[config.mk]
export PLATFORM = sky130hd
export DESIGN_NAME = reg_bank
export DESIGN_NICKNAME = d
export VERILOG_FILES = /design/src/rtl/reg_bank.sv
export SDC_FILE = /design/constraint.sdc
export NUM_CORES = 1
export LEC_CHECK = 0
export BUFFER_PORTS_ARGS = -buffer_cell sky130_fd_sc_hd__buf_2
export CAP_MARGIN = 15
export CELL_PAD_IN_SITES_DETAIL_PLACEMENT = 1
export CELL_PAD_IN_SITES_GLOBAL_PLACEMENT = 2
export CORE_ASPECT_RATIO = 1.5
export CORE_MARGIN = 2
export CORE_UTILIZATION = 30
export CTS_CLUSTER_SIZE = 25
export DETAILED_ROUTE_END_ITERATION = 8
export GPL_TIMING_DRIVEN = 0
export PLACE_DENSITY = 0.64
export SYNTH_ARGS = -nofsm -noshare
export SYNTH_HDL_FRONTEND = slang
export SYNTH_SLANG_ARGS = --single-unit
[constraint.sdc]
create_clock -name clk -period 1.8 [get_ports clk]
set_clock_uncertainty 0.1 [all_clocks]
set_input_delay 0.45 -clock clk [delete_from_list [all_inputs] [get_ports clk]]
set_output_delay 0.45 -clock clk [all_outputs]
set_load 0.03 [all_outputs]
[src/rtl/reg_bank.sv]
// General-purpose register file: two combinational read ports, one synchronous write port.
// Optional macro REG_BANK_BYPASS_EN forwards same-cycle write data to matching read ports.
module reg_bank #(
  parameter  int BITS     = 8,
  parameter  int REG_SIZE = 4,
  localparam int REG_BITS = $clog2(REG_SIZE)
) (
  input  logic                clk,
  input  logic                rst,
  input  logic                write_enable,
  input  logic [REG_BITS-1:0] write_address,
  input  logic [BITS-1:0]     write_data,
  input  logic [REG_BITS-1:0] address_a,
  input  logic [REG_BITS-1:0] address_b,
  output logic [BITS-1:0]     data_a,
  output logic [BITS-1:0]     data_b
);

  logic [BITS-1:0] regs [REG_SIZE];

  // Reset clears every entry and wins over a coincident write.
  always_ff @(posedge clk or posedge rst) begin
    if (rst) begin
      for (int i = 0; i < REG_SIZE; i++) begin
        regs[i] <= '0;
      end
    end else if (write_enable) begin
      regs[write_address] <= write_data;
    end
  end

`ifdef REG_BANK_BYPASS_EN
  logic fwd_a;
  logic fwd_b;

  // Forwarding is gated by rst so the outputs stay at zero throughout reset.
  assign fwd_a = write_enable && !rst && (address_a == write_address);
  assign fwd_b = write_enable && !rst && (address_b == write_address);

  assign data_a = fwd_a ? write_data : regs[address_a];
  assign data_b = fwd_b ? write_data : regs[address_b];
`else
  assign data_a = regs[address_a];
  assign data_b = regs[address_b];
`endif

endmodule

* Word level (Yosys, flattened, before mapping)
Cells that the tools add are included.
Storage, ports and cells: flip-flop bits (word level) 32, input port bits 17, output and inout port bits 16, logic and storage cells 21
Operators by class: $lt $le $gt $ge 4, muxes and demuxes 9, bitwise operators 3, reduce and logical (&&, ||, !) cells 1
Operator list (count):
- $mux W8 | 5
- $bmux W8 S2 | 2
- $bwmux W32 | 1
- $demux W8 S2 | 1
- $ge A3 B3 Y1 const B | 3
- $not A2 Y3 | 3
- $lt A3 B1 Y1 const B | 1
- $logic_and A1 B1 Y1 | 1

* Depth between registers and ports, before layout
word-level depth 6, mapped depth 2, gate-level depth less buffers 2

* Worst setup path before layout
OpenSTA, ideal clock, no wires.
path type input -> output, start in address_a[0], end out data_a[0], data arrival time 1.314 ns, required time 1.250 ns, slack -0.064 ns, stages on the path 2, path buffers 1, cells stage by stage buf_2 mux4_2
On the way: word-level cells in the longest chain between the ends 4
RTL lines:
- from (decl) | line 13 | input logic [REG_BITS-1:0] address_a,
- $not A2 Y3 (not written as such) | line 43 | assign data_a = regs[address_a];
- $bmux W8 S2 | line 43
- $mux W8 (not written as such) (2 in a row) | line 43
- to (decl) | line 15 | output logic [BITS-1:0] data_a,
No other way between the ends. The select of a mux whose other input is x is not followed.

* Worst setup path in the final report
start reg regs[7] (netlist name), end out data_a[7]
On the way: word-level cells in the longest chain between the ends 3
RTL lines:
- from (decl) | line 19 | logic [BITS-1:0] regs [REG_SIZE];
- from (signal, indexed assignment) | line 28 | regs[write_address] <= write_data;
- $bmux W8 S2 | line 43
- $mux W8 (not written as such) (2 in a row) | line 43
No other way between the ends. The select of a mux whose other input is x is not followed.

==> results by group <==
Run status
  – Status: complete, but fails checks
  – Failing checks: negative setup slack

Synth
  – Post-Syn Area per Cell: 17.9 sq um
  – Mapped Cells: 89
  – Cell variety after synth: 9
  – Synth warnings: 0
  – Yosys reg bits: 32
  – Sequential cell area fraction in the yosys report: 50.2%
  – Post-Syn Nets: 106
  – Synth Cell Area: 1590 sq um

Finish
  – Number of flip-flops in the largest register: 32
  – Biggest register: regs
  – Final net count: 144
  – # diodes: 0
  – Area growth, synth to finish: 29.7%
  – Largest registers: regs: 32 flops
  – Layout cells sized above 1: 72.7%

Hold path
  – Worst Hold Class: in -> async

GRT
  – Vias in the first global route: 1,140
  – First-pass GRT wire length: 6.17 mm
  – Largest net degree at the start of global routing: 21
  – GR Overflow Total: 0
  – Initial antenna violation count: 0
  – Gr usage total: 14.3%

Route
  – Wire length per cell: 18.7 microns
  – Post-route DRC: 0
  – Total wire length: 3.67 mm
  – DRT antenna net count: 0
  – Detail-routed via count per cell: 4.97
  – Initial DRT Pass Iterations: 3
  – Detailed-route via count: 975
  – DRT iter0 DRCs: 22

Clocking
  – Clk_lat worst skew: 270 ps
  – Clock sink count: 32
  – CTS Root Cell: clkbuf_8
  – Htree depth: 2
  – # hold bufs at CTS: 0
  – Num CTS Buffers: 5
  – Register clock-pin slew on the reported worst setup and hold paths: 60 ps
  – Bufs on Longest Clock Path: 2
  – CTS tree: yes

Floorplanning
  – Die span in x: 63.5 microns
  – Die height: 93.3 microns
  – Core footprint: 5120 sq um
  – Initial core utilization: 31.1%
  – # IOs: 33
  – # rows: 32
  – Die area: 5920 sq um

Timing
  – Fin crit share: 104%
  – Final setup viols: 16
  – Min cycle time layout: 1880 ps
  – RSZ-0062 raised after global routing: true
  – Max-slew headroom: 60.2%
  – Hold Fails Final Rpt: 0
  – Final Max Tran Viols: 0
  – Measured slew at the worst slew-check pin: 596 ps
  – Final WS setup: -77.4 ps
  – Max Freq: 533 MHz

Critical path
  – CP Launch Point: regs[7]
  – Worst EP arrival: 1330 ps
  – Critical Path Sink Type: primary output
  – Setup CP Type: reg -> out
  – CP Data Required Time: 1250 ps
  – Critical Path Fanout Max: 3
  – Reg-to-reg startpoint: regs[20]
  – Startpoint types: flop

Pwr
  – Leak: 0.000873 uW
  – Pwr dens: 1110 nW/um^2
  – Pwr Total: 2290 uW
  – Maximum VDD drop: 0.000502 V

Placement
  – RePlAce Congestion: 0.659
  – Hpwl dp: 2.64 mm
  – Dpl ws: -297 ps
  – Port Buf Inserts: 28

Run
  – Max-capacitance violation count: 0
-- synthesized netlist by cell type (all sizes together) --
library cell  count  area share, %
dfrtp            32             50
nand3b            2            1.4
nor3b             1            1.2
buf               4            1.1
mux2             32             23
inv               1           0.24
nand3             1           0.63
mux4             16             23
-- area by class of cell --
type                            instances  area (sq um)
Clock buffer                            8          90.1
Timing Repair Buffer                   31           283
Buffer                                  4          32.5
Inverter                                1          3.75
Multi-Input combinational cell         52           772
Tap cell                               68          85.1
Fill cell                             562          3060
Sequential cell                        32           801
-- where the power goes --
| group | total [uW] | internal [uW] | switching (uW) |
|---|---|---|---|
| logic | 786 | 429 | 358 |
| registers | 951 | 857 | 93.6 |
| clock network | 556 | 311 | 245 |
| total | 2290 | 1600 | 696 |
-- per-layer routing --
layer | track usage, % | part of all wire, % | wire (microns)
met4 | 4.89 | 1.1 | 39
met1 | 16.7 | 40 | 1480
met2 | 25.4 | 55 | 2030
met3 | 3.25 | 3.5 | 127
met5 | 0 | 0 | 0
-- repair_timing --
action | 4_1_cts | 5_1_grt
endpoints found under the setup margin | 16 | 16
endpoints found under the hold margin | 0 | 0
pin swaps | 0 | 0
gates cloned | 0 | 0
gates resized for setup | 36 | 0
buffers inserted | 1 | 1
-- logic make-up (layout without fill, tap and decap cells) --
logic type / count (synthesis) / count (layout) / share of synthesized area (%)
buffers and inverters: 5 / 44 / 1.33
flip-flops: 32 / 32 / 50.2
AND/OR/NAND/NOR: 4 / 4 / 3.22
multiplexers: 48 / 48 / 45.2
-- cell usage in the layout (no fill, tap or decap), drive strengths merged --
| master | n |
|---|---|
| buf | 35 |
| nor3b | 1 |
| nand3 | 1 |
| clkbuf | 8 |
| mux2 | 32 |
| nand3b | 2 |
| mux4 | 16 |
| dfrtp | 32 |
| inv | 1 |
-- through the flow --
stage / area [sq um] / cells / hold WS, ps / utilization (%) / setup TNS (ps)
2_1_floorplan: 1600 / 89 / 391 / - / 0
5_1_grt: 2070 / 196 / 167 / 40.3 / -1660
6_report: 2070 / 196 / 129 / 40.3 / -915
3_5_place_dp: 1850 / 186 / 412 / 36.1 / -4440
4_1_cts: 2060 / 195 / 142 / 40.2 / -1180
3_3_place_gp: 1820 / 185 / 400 / 35.6 / -4300
-- critical path: stages (launching register included) --
cell and delay (ps):
dfrtp_1 390, mux4_2 500, buf_6 160
-- worst paths after layout --
kind	end	slack [ps]	cells past startpoint
setup / recovery	data_a[7]	-80	2
hold / removal	regs[10]	130	2
setup reg to reg	regs[20]	820	2
hold reg to reg	regs[5]	420	1
max in group asynchronous	regs[21]	960	3
min in group clk	regs[5]	350	2
Note: power is estimated with default switching activity, not from simulation.
